==> src/rtl/baud_pkg.sv <==
// Shared constants and types for the fractional UART baud generator.
// Defaults target a 25 MHz system clock at 115200 baud, 16x oversampling.
package baud_pkg;

  localparam int unsigned DIV_INT_W    = 16;
  localparam int unsigned DIV_FRAC_W   = 4;
  localparam int unsigned OVERSAMPLE   = 16;

  // 25e6 / (115200 * 16) = 13.5634 -> 13 + 9/16
  localparam int unsigned RST_DIV_INT  = 13;
  localparam int unsigned RST_DIV_FRAC = 9;

  // Width of the oversample phase counter for the default ratio.
  localparam int unsigned OS_PHASE_W   = $clog2(OVERSAMPLE);

  // Per-cycle action of the fractional divider, resolved in priority order.
  typedef enum logic [2:0] {
    OP_RESET,
    OP_RESYNC,
    OP_LOAD_NOW,
    OP_LOAD_SHADOW,
    OP_COUNT,
    OP_HOLD
  } div_op_e;

endpackage

==> src/rtl/baud_frac_div.sv <==
// Fractional clock divider: counter, fractional accumulator, active and
// shadow divisor registers with boundary-aligned reload.
// adv_o is a combinational strobe asserted in the cycle whose clock edge
// produces the next oversample tick; tick_o is the registered pulse.
module baud_frac_div
  import baud_pkg::*;
#(
  parameter int unsigned DIV_INT_W    = baud_pkg::DIV_INT_W,
  parameter int unsigned DIV_FRAC_W   = baud_pkg::DIV_FRAC_W,
  parameter int unsigned RST_DIV_INT  = baud_pkg::RST_DIV_INT,
  parameter int unsigned RST_DIV_FRAC = baud_pkg::RST_DIV_FRAC
) (
  input  logic                  clk_i,
  input  logic                  rst_i,
  input  logic                  en_i,
  input  logic                  resync_i,
  input  logic [DIV_INT_W-1:0]  div_int_i,
  input  logic [DIV_FRAC_W-1:0] div_frac_i,
  input  logic                  div_load_i,
  output logic                  div_pend_o,
  output logic                  tick_o,
  output logic                  adv_o
);

  logic [DIV_INT_W-1:0]  cnt_q;
  logic [DIV_INT_W-1:0]  act_int_q;
  logic [DIV_INT_W-1:0]  sh_int_q;
  logic [DIV_FRAC_W-1:0] acc_q;
  logic [DIV_FRAC_W-1:0] act_frac_q;
  logic [DIV_FRAC_W-1:0] sh_frac_q;
  logic                  pend_q;
  logic                  tick_q;

  logic [DIV_INT_W-1:0]  eff_int;
  logic [DIV_FRAC_W-1:0] eff_frac;
  logic [DIV_FRAC_W:0]   sum;
  logic [DIV_INT_W:0]    len_m1;
  logic                  term;
  div_op_e               op;

  // Effective divisor and terminal-count detection; len-1 is kept one bit
  // wider so an all-ones divisor plus carry wraps the counter naturally.
  always_comb begin
    eff_int  = act_int_q;
    eff_frac = act_frac_q;
    if (act_int_q == '0) begin
      eff_int  = DIV_INT_W'(1);
      eff_frac = '0;
    end
    sum    = {1'b0, acc_q} + {1'b0, eff_frac};
    len_m1 = {1'b0, eff_int} + {{DIV_INT_W{1'b0}}, sum[DIV_FRAC_W]}
             - (DIV_INT_W+1)'(1);
    term   = ({1'b0, cnt_q} == len_m1);
  end

  // Resolve the action for this cycle: reset > resync > load > count.
  always_comb begin
    op = OP_HOLD;
    if (rst_i)                  op = OP_RESET;
    else if (resync_i)          op = OP_RESYNC;
    else if (div_load_i && !en_i) op = OP_LOAD_NOW;
    else if (div_load_i)        op = OP_LOAD_SHADOW;
    else if (en_i)              op = OP_COUNT;
  end

  assign adv_o = term && ((op == OP_COUNT) || (op == OP_LOAD_SHADOW));

  // Divider state update.
  always_ff @(posedge clk_i) begin
    case (op)
      OP_RESET: begin
        cnt_q      <= '0;
        acc_q      <= '0;
        act_int_q  <= DIV_INT_W'(RST_DIV_INT);
        act_frac_q <= DIV_FRAC_W'(RST_DIV_FRAC);
        sh_int_q   <= '0;
        sh_frac_q  <= '0;
        pend_q     <= 1'b0;
        tick_q     <= 1'b0;
      end
      OP_RESYNC: begin
        cnt_q  <= '0;
        acc_q  <= '0;
        tick_q <= 1'b0;
        if (pend_q) begin
          act_int_q  <= sh_int_q;
          act_frac_q <= sh_frac_q;
          pend_q     <= 1'b0;
        end
      end
      OP_LOAD_NOW: begin
        act_int_q  <= div_int_i;
        act_frac_q <= div_frac_i;
        acc_q      <= '0;
        pend_q     <= 1'b0;
        tick_q     <= 1'b0;
      end
      // A load landing on a terminal count finishes with the old divisor
      // and waits for the following boundary.
      OP_LOAD_SHADOW: begin
        sh_int_q  <= div_int_i;
        sh_frac_q <= div_frac_i;
        pend_q    <= 1'b1;
        if (term) begin
          cnt_q  <= '0;
          tick_q <= 1'b1;
          acc_q  <= sum[DIV_FRAC_W-1:0];
        end else begin
          cnt_q  <= cnt_q + DIV_INT_W'(1);
          tick_q <= 1'b0;
        end
      end
      OP_COUNT: begin
        if (term) begin
          cnt_q  <= '0;
          tick_q <= 1'b1;
          if (pend_q) begin
            act_int_q  <= sh_int_q;
            act_frac_q <= sh_frac_q;
            acc_q      <= '0;
            pend_q     <= 1'b0;
          end else begin
            acc_q <= sum[DIV_FRAC_W-1:0];
          end
        end else begin
          cnt_q  <= cnt_q + DIV_INT_W'(1);
          tick_q <= 1'b0;
        end
      end
      default: begin
        tick_q <= 1'b0;
      end
    endcase
  end

  assign div_pend_o = pend_q;
  assign tick_o     = tick_q;

endmodule

==> src/rtl/baud_gen_frac.sv <==
// Runtime-programmable UART baud generator with fractional divisor.
// Produces an oversample tick, a 1x baud tick and the oversample phase.
// Optional macro BAUD_GEN_MID_TICK_EN adds a mid-bit strobe on tick_mid_o;
// without it tick_mid_o is tied low.
module baud_gen_frac
  import baud_pkg::*;
#(
  parameter int unsigned DIV_INT_W    = baud_pkg::DIV_INT_W,
  parameter int unsigned DIV_FRAC_W   = baud_pkg::DIV_FRAC_W,
  parameter int unsigned OVERSAMPLE   = baud_pkg::OVERSAMPLE,
  parameter int unsigned RST_DIV_INT  = baud_pkg::RST_DIV_INT,
  parameter int unsigned RST_DIV_FRAC = baud_pkg::RST_DIV_FRAC
) (
  input  logic                          clk_i,
  input  logic                          rst_i,
  input  logic                          en_i,
  input  logic                          resync_i,
  input  logic [DIV_INT_W-1:0]          div_int_i,
  input  logic [DIV_FRAC_W-1:0]         div_frac_i,
  input  logic                          div_load_i,
  output logic                          div_pend_o,
  output logic                          tick_os_o,
  output logic                          tick_1x_o,
  output logic                          tick_mid_o,
  output logic [$clog2(OVERSAMPLE)-1:0] os_phase_o
);

  localparam int unsigned PH_W = $clog2(OVERSAMPLE);

  logic            adv;
  logic [PH_W-1:0] os_phase_q;
  logic [PH_W-1:0] os_phase_d;
  logic            tick_1x_q;

  baud_frac_div #(
    .DIV_INT_W    (DIV_INT_W),
    .DIV_FRAC_W   (DIV_FRAC_W),
    .RST_DIV_INT  (RST_DIV_INT),
    .RST_DIV_FRAC (RST_DIV_FRAC)
  ) u_div (
    .clk_i      (clk_i),
    .rst_i      (rst_i),
    .en_i       (en_i),
    .resync_i   (resync_i),
    .div_int_i  (div_int_i),
    .div_frac_i (div_frac_i),
    .div_load_i (div_load_i),
    .div_pend_o (div_pend_o),
    .tick_o     (tick_os_o),
    .adv_o      (adv)
  );

  assign os_phase_d = os_phase_q + PH_W'(1);

  // Oversample phase and 1x tick, registered alongside the os tick.
  always_ff @(posedge clk_i) begin
    if (rst_i || resync_i) begin
      os_phase_q <= '0;
      tick_1x_q  <= 1'b0;
    end else if (adv) begin
      os_phase_q <= os_phase_d;
      tick_1x_q  <= (os_phase_q == PH_W'(OVERSAMPLE - 1));
    end else begin
      tick_1x_q  <= 1'b0;
    end
  end

`ifdef BAUD_GEN_MID_TICK_EN
  logic tick_mid_q;

  // Mid-bit strobe on the os tick that moves the phase to OVERSAMPLE/2.
  always_ff @(posedge clk_i) begin
    if (rst_i || resync_i) begin
      tick_mid_q <= 1'b0;
    end else if (adv) begin
      tick_mid_q <= (os_phase_d == PH_W'(OVERSAMPLE / 2));
    end else begin
      tick_mid_q <= 1'b0;
    end
  end

  assign tick_mid_o = tick_mid_q;
`else
  assign tick_mid_o = 1'b0;
`endif

  assign tick_1x_o  = tick_1x_q;
  assign os_phase_o = os_phase_q;

endmodule

==> config.mk <==
export PLATFORM = sky130hd
export DESIGN_NAME = baud_gen_frac
export DESIGN_NICKNAME = d
export VERILOG_FILES = /design/src/rtl/baud_pkg.sv /design/src/rtl/baud_frac_div.sv /design/src/rtl/baud_gen_frac.sv
export SDC_FILE = /design/constraint.sdc
export NUM_CORES = 1
export LEC_CHECK = 0
export CORE_MARGIN = 2
export CORE_UTILIZATION = 52
export DETAILED_ROUTE_END_ITERATION = 12
export HOLD_SLACK_MARGIN = 0.12
export PLACE_DENSITY = 0.76
export SLEW_MARGIN = 20
export SYNTH_ARGS = -nofsm -noshare
export SYNTH_HDL_FRONTEND = slang
export SYNTH_SLANG_ARGS = --single-unit
==> constraint.sdc <==
create_clock -name clk_i -period 6 [get_ports clk_i]
set_input_delay 1.5 -clock clk_i [delete_from_list [all_inputs] [get_ports clk_i]]
set_output_delay 1.5 -clock clk_i [all_outputs]
set_load 0.03 [all_outputs]
---- After elaboration in Yosys (flattened, before gate mapping) ----
Index checks and enable logic that the tools add are counted.
storage, ports and cells
  word-level logic and storage cells ...... 66
  bits of input ports ..................... 25
  memories kept ........................... 0
  flip-flop bits (word level) ............. 67
  RAM bits ................................ 0
  latch bits .............................. 0
  bits in read-only memories .............. 0
  output and inout port bits .............. 8
operators by class
  add/subtract/negate cells ............... 5
  div/mod/pow operators ................... 0
  reduce and logical (&&, ||, !) cells .... 18
  equality and inequality tests ........... 8
  magnitude comparators ................... 0
  shifts and indexed selects .............. 0
  multipliers ............................. 0
  bitwise operators ....................... 1
  multiplexer cells ....................... 24
operators with widths
  cell                                                    number
  two-way mux 16 bit                                      4
  case mux 16 bit (2 select lines)                        2
  case mux 16 bit (4 select lines)                        1
  two-way mux 4 bit                                       6
  adder 16 x 1 -> 17 bit                                  1
  equality test 16 x 17 -> 1 bit                          1
  subtractor 17 x 1 -> 17 bit (second input constant)     1
  adder 16 x 1 -> 16 bit (second input constant)          1
  logical NOT 16 bit                                      1
  case mux 4 bit (4 select lines)                         1
  two-way mux 3 bit                                       4
  case mux 4 bit (3 select lines)                         1
  case mux 4 bit (2 select lines)                         1
  equality test 3 x 2 -> 1 bit (second input constant)    2
  OR reduction 2 bit                                      3
  adder 4 x 4 -> 5 bit                                    1
  adder 4 x 1 -> 4 bit (second input constant)            1
  equality test 4 bit (second input constant)             1
  inequality test 2 x 1 -> 1 bit (second input constant)  2
  AND reduction 2 bit                                     2
  nonzero test 2 bit                                      2
  nonzero test 4 bit                                      1
  equality test 3 x 1 -> 1 bit (second input constant)    1
  equality test 3 bit (second input constant)             1
  other kinds (10)                                        14

---- Logic depth before layout (Yosys ltp) ----
  word-level depth ........................ 10
  depth in mapped cells ................... 18
  depth with buffers taken out ............ 16

---- Cells and area by module ----
A second synthesis with hierarchy kept.
second synthesis, totals
  cell total of the unflattened synthesis .. 326
  area, all modules ....................... 3,756.1 µm²
by module, submodules not included
  module         area an instance (µm²)  times used  sequential area each (µm²)  cells an instance
  baud_frac_div  3,507.1                 1           1,851.8                     303
  baud_gen_frac  249.0                   1           100.1                       23

---- Worst setup path before layout ----
Ideal clock, no wire load.
  path type ............................... register to register
  start ................................... register u_div.act_int_q[8]
  end ..................................... register u_div.act_frac_q[0], enable pin
  buffers on the path ..................... 1
  required time ........................... 5.624 ns
  library setup time ...................... 0.376 ns
  stages on the path, launching flop included .. 18
  clock period less this slack ............ 5.655 ns
  data arrival time ....................... 5.279 ns
  slack ................................... 0.345 ns
  cells stage by stage .................... edfxtp_1 nor4_1 nand4_1 and2_1 ha_1 fa_1 a21o_1 a21oi_1 ha_1 ha_1 or3b_2 or4_1 xnor2_1 nand4b_1 or4_1 clkbuf_2 o41ai_1 a211o_1
between the ends
  word-level cells in the longest chain between the ends .. 8
  elaborated cells on any way between the ends .. 9
  those cells by class .................... add/sub: 3; eq/ne: 2; mux: 2; reduce/logical: 2
RTL lines
  item                                               RTL line             text
  start, declared                                    baud_frac_div.sv:26  logic [DIV_INT_W-1:0] act_int_q;
  start signal, assigned                             baud_frac_div.sv:74  act_int_q <= DIV_INT_W'(RST_DIV_INT);
  start signal, assigned                             baud_frac_div.sv:86  act_int_q <= sh_int_q;
  start signal, assigned                             baud_frac_div.sv:92  act_int_q <= div_int_i;
  logical NOT 16 bit                                 baud_frac_div.sv:46  if (act_int_q == '0) begin
  two-way mux 4 bit                                  baud_frac_div.sv:46
  adder 4 x 4 -> 5 bit                               baud_frac_div.sv:50  sum = {1'b0, acc_q} + {1'b0, eff_frac};
  adder 16 x 1 -> 17 bit *                           baud_frac_div.sv:51  len_m1 = {1'b0, eff_int} + {{DIV_INT_W{1'b0}}, sum[DIV_FRAC_W]}
  subtractor 17 x 1 -> 17 bit *                      baud_frac_div.sv:52  - (DIV_INT_W+1)'(1);
  equality test 16 x 17 -> 1 bit *                   baud_frac_div.sv:53  term = ({1'b0, cnt_q} == len_m1);
  inequality test 2 x 1 -> 1 bit (no source line) *  -
  AND reduction 2 bit (no source line) *             -
  end signal, assigned                               baud_frac_div.sv:75  act_frac_q <= DIV_FRAC_W'(RST_DIV_FRAC);
  end signal, assigned                               baud_frac_div.sv:87  act_frac_q <= sh_frac_q;
  end signal, assigned                               baud_frac_div.sv:93  act_frac_q <= div_frac_i;
  end, declared                                      baud_frac_div.sv:29  logic [DIV_FRAC_W-1:0] act_frac_q;
Every way passes the cells marked *; elsewhere a longest branch is shown, timed or not.
A chain may end at the register's enable or synchronous reset.

---- Worst setup path after layout ----
  start ................................... register u_div.act_int_q[13]
  end ..................................... register u_div.act_int_q[9], enable pin
between the ends
  word-level cells in the longest chain between the ends .. 8
  elaborated cells on any way between the ends .. 9
  those cells by class .................... add/sub: 3; eq/ne: 2; mux: 2; reduce/logical: 2
RTL lines
  item                                               RTL line
  logical NOT 16 bit                                 baud_frac_div.sv:46
  two-way mux 4 bit                                  baud_frac_div.sv:46
  adder 4 x 4 -> 5 bit                               baud_frac_div.sv:50
  adder 16 x 1 -> 17 bit *                           baud_frac_div.sv:51
  subtractor 17 x 1 -> 17 bit *                      baud_frac_div.sv:52
  equality test 16 x 17 -> 1 bit *                   baud_frac_div.sv:53
  inequality test 2 x 1 -> 1 bit (no source line) *  -
  AND reduction 2 bit (no source line) *             -
Marks and branches as above.

==> run metrics <==
n_diodes=0; number of port buffers=31; Top delay family on crit path=simple AND/OR/NAND/NOR gates; die height=88.5 µm; Warnings, synthesis=0; register bit total from synthesis=67; CTS Hold Bufs=0; fill count=542; worst clock skew=14.3 ps; Skew-Pair Late Insertion Delay=350 ps; M1 wire length=3.47 mm; Setup crit end kind=flop; Post-synth top flop=edfxtp_1; Ports=33; Relative slew margins=44.8%; post-synthesis compound-gate area fraction=10.5%; area of the multi-input gates=1680 µm²; crit path kind=flop to flop; total CTS buffers=9; Final Total Pwr=1.12 mW; core area=6830 µm²; Post-Synth XOR/XNOR Area=8.50%; Critical Path AT=5700 ps; drt initial violations=173; Post-Synthesis Cells=332; Vias=2711; H-tree levels=3; Vias/cell=5.74; CTS sink count=67; status=finished, final reports clean; Final ANT Viol Nets=0; Critical Path Start Type=flop; Buf+Inv Stages, Crit Path=1; pwr dens=256 nW/µm²; HPWL Detailed=5.57 mm; row cnt=30; final hold viol count=0; count of cell types in the netlist=56; share of cells above drive strength 1=8.78%; DR top layer=met4; root buffer cell=clkbuf_8; CTS tree=done; async set-reset flop share out of synthesis=0%; Max stage delay on crit path=640 ps; Avg Inst Size Synth=11.2 µm²; area grow syn2layout=17.8%; DR pass1 iterations=5; Starting Density=54.3%; proportion of synthesized area in mux cells=0.843%; critical-path cell list=nor4_2, nand4_1, and2_1, ha_1, fa_1, a21o_1, a21oi_1, ha_1, ha_1, or3b_2, or4_1, xnor2_1, nand4b_1, or4_4, o41ai_1, a211o_1, buf_6; CP Data Required Time=6040 ps; # DRC=0; Leak Pwr=1.55 nW; worst slew pin tran=827 ps; synthesized area=3710 µm²; Post-Place Cells=456; hold_ws=518 ps; die area=7830 µm²; max cap viols=0; final net count=405; Finished Layout Cells=472; syn nets=366; Tmin final=5660 ps; vias in the first global route=2578; clock buffer depth=2; Post-synth EDFFs=61; Global Route Usage Sum=20.8%; routed length on met2=3.55 mm; f_max=177 MHz; largest family of logic cells by synthesized area=simple AND/OR/NAND/NOR gates; first-pass GRT wire length=12.3 mm; Storage cell area=1950 µm²; Slew Limit Fails=0; post-synthesis adder-cell area fraction=3.24%; GRT overflow=0; fin crit share=94.3%; met3 wire len=372 µm; initial antenna violation count=0; most common cell after layout, fill and taps aside=edfxtp_1; Clock transition at path regs=80 ps; Hold WC Path Type=flop to flop; routed len/inst=16.0 µm; commonest cells after routing, fill and taps aside=61 x edfxtp_1, 31 x clkdlybuf4s50_1, 29 x nor2_1, 25 x and2_1; Detailed Route WL=7.54 mm; simple-gate share of the synthesized area=21.9%; CP max-delay cell=or4_4; Seq/Total Area, Yosys=52.6%; Setup Viol. Count Final=0; unrepaired setup endpoints after global routing=no; Die W=88.5 µm; GP Congestion=0.937; setup_tns=0 ps; Peak supply drop=166 µV; cell mode on critical path=ha_1; Crit Path Max Fanout=20; largest net degree at the start of global routing=23
## synth_stat cells (2+ instances only)
master,number,area [µm²]
nor4_2,2,25.0
nor2b_1,2,12.5
buf_4,2,15.0
xnor2_1,18,158
nand2_1,17,63.8
o31ai_1,2,15.0
a21o_1,2,15.0
a211oi_1,2,15.0
ha_1,8,100
a22oi_1,6,45.0
o21ai_0,2,10.0
nand4b_1,3,26.3
a31oi_1,2,12.5
nor3_1,11,55.1
and3_1,4,25.0
nand3_1,10,50.1
nor3b_1,4,30.0
a22o_1,15,131
or3_1,4,25.0
mux2i_1,2,20.0
and4_1,2,17.5
nor4_1,6,37.5
or4_1,7,52.6
xor2_1,18,158
nor2_1,30,113
clkbuf_1,7,26.3
a21oi_1,10,50.1
inv_1,10,37.5
edfxtp_1,61,1830
or2_2,2,12.5
nand4_1,6,37.5
a211o_1,2,17.5
dfxtp_1,6,120
and2_1,25,156
## metrics by stage
| step | setup slack, ps | area (µm²) | utilization, % |
|---|---|---|---|
| 6_report | 339 | 4370 | 64.0 |
| 3_5_place_dp | 203 | 4150 | 60.7 |
| 5_1_grt | 21.8 | 4370 | 64.0 |
| 4_1_cts | 164 | 4360 | 63.8 |
| 2_1_floorplan | 345 | 3710 | - |
| 3_3_place_gp | 343 | 4150 | 60.7 |
## timing repair
action,4_1_cts,5_1_grt
gates resized for setup,0,3
setup endpoints to repair,0,20
hold endpoints to repair,0,0
setup buffers,0,0
## path summary, 6_finish.rpt
check,start,endpoint,slack (ps),cells after the start
setup reg to reg,u_div.act_int_q[13],u_div.act_int_q[9],340,17
setup / recovery,u_div.act_int_q[13],u_div.act_int_q[9],340,17
hold / removal,os_phase_o[1],os_phase_o[1],520,2
hold reg to reg,os_phase_o[1],os_phase_o[1],520,2
## tightest hold or removal path, stage by stage (launching register included)
cell and delay (ps):
dfxtp_1 350, nand2_1 70, mux2i_1 60
## registers in the layout (all words and copies together) (netlist names)
register / count
u_div.act_int_q: 16
u_div.cnt_q: 16
u_div.sh_int_q: 16
os_phase_o: 4
u_div.acc_q: 4
u_div.act_frac_q: 4
u_div.sh_frac_q: 4
tick_1x_o: 1
u_div.div_pend_o: 1
u_div.tick_o: 1
## cell families (layout without fill, tap and decap cells)
family / count (synthesis) / count (layout)
multiplexers: 3 / 3
buffers and inverters: 21 / 65
other: 1 / 1
flip-flops: 67 / 67
AO/OA/AOI/OAI: 52 / 52
XOR/XNOR: 36 / 36
adder cells (fa/ha/maj): 9 / 9
AND/OR/NAND/NOR: 143 / 143
## cell type report
| class | count | share of cell area, % |
|---|---|---|
| clock buffer | 11 | 3.01 |
| clock inverter | 5 | 1.77 |
| inverter | 11 | 0.944 |
| multi-input combinational | 244 | 38.5 |
| sequential | 67 | 44.6 |
| tap | 96 | 2.75 |
| timing repair buffer | 38 | 8.39 |
## per-layer routing
metal	track usage [%]	vias to the layer above
met4	8.68	0
met3	4.94	15
li1	-	1323
met1	27.0	1282
met2	33.6	91
met5	0	-
## power breakdown
group,switching [mW],total [mW],internal [mW]
clock,0.170,0.403,0.233
combinational,0.0789,0.147,0.0683
sequential,0.0270,0.570,0.543
(Power assumes the default switching activity.)
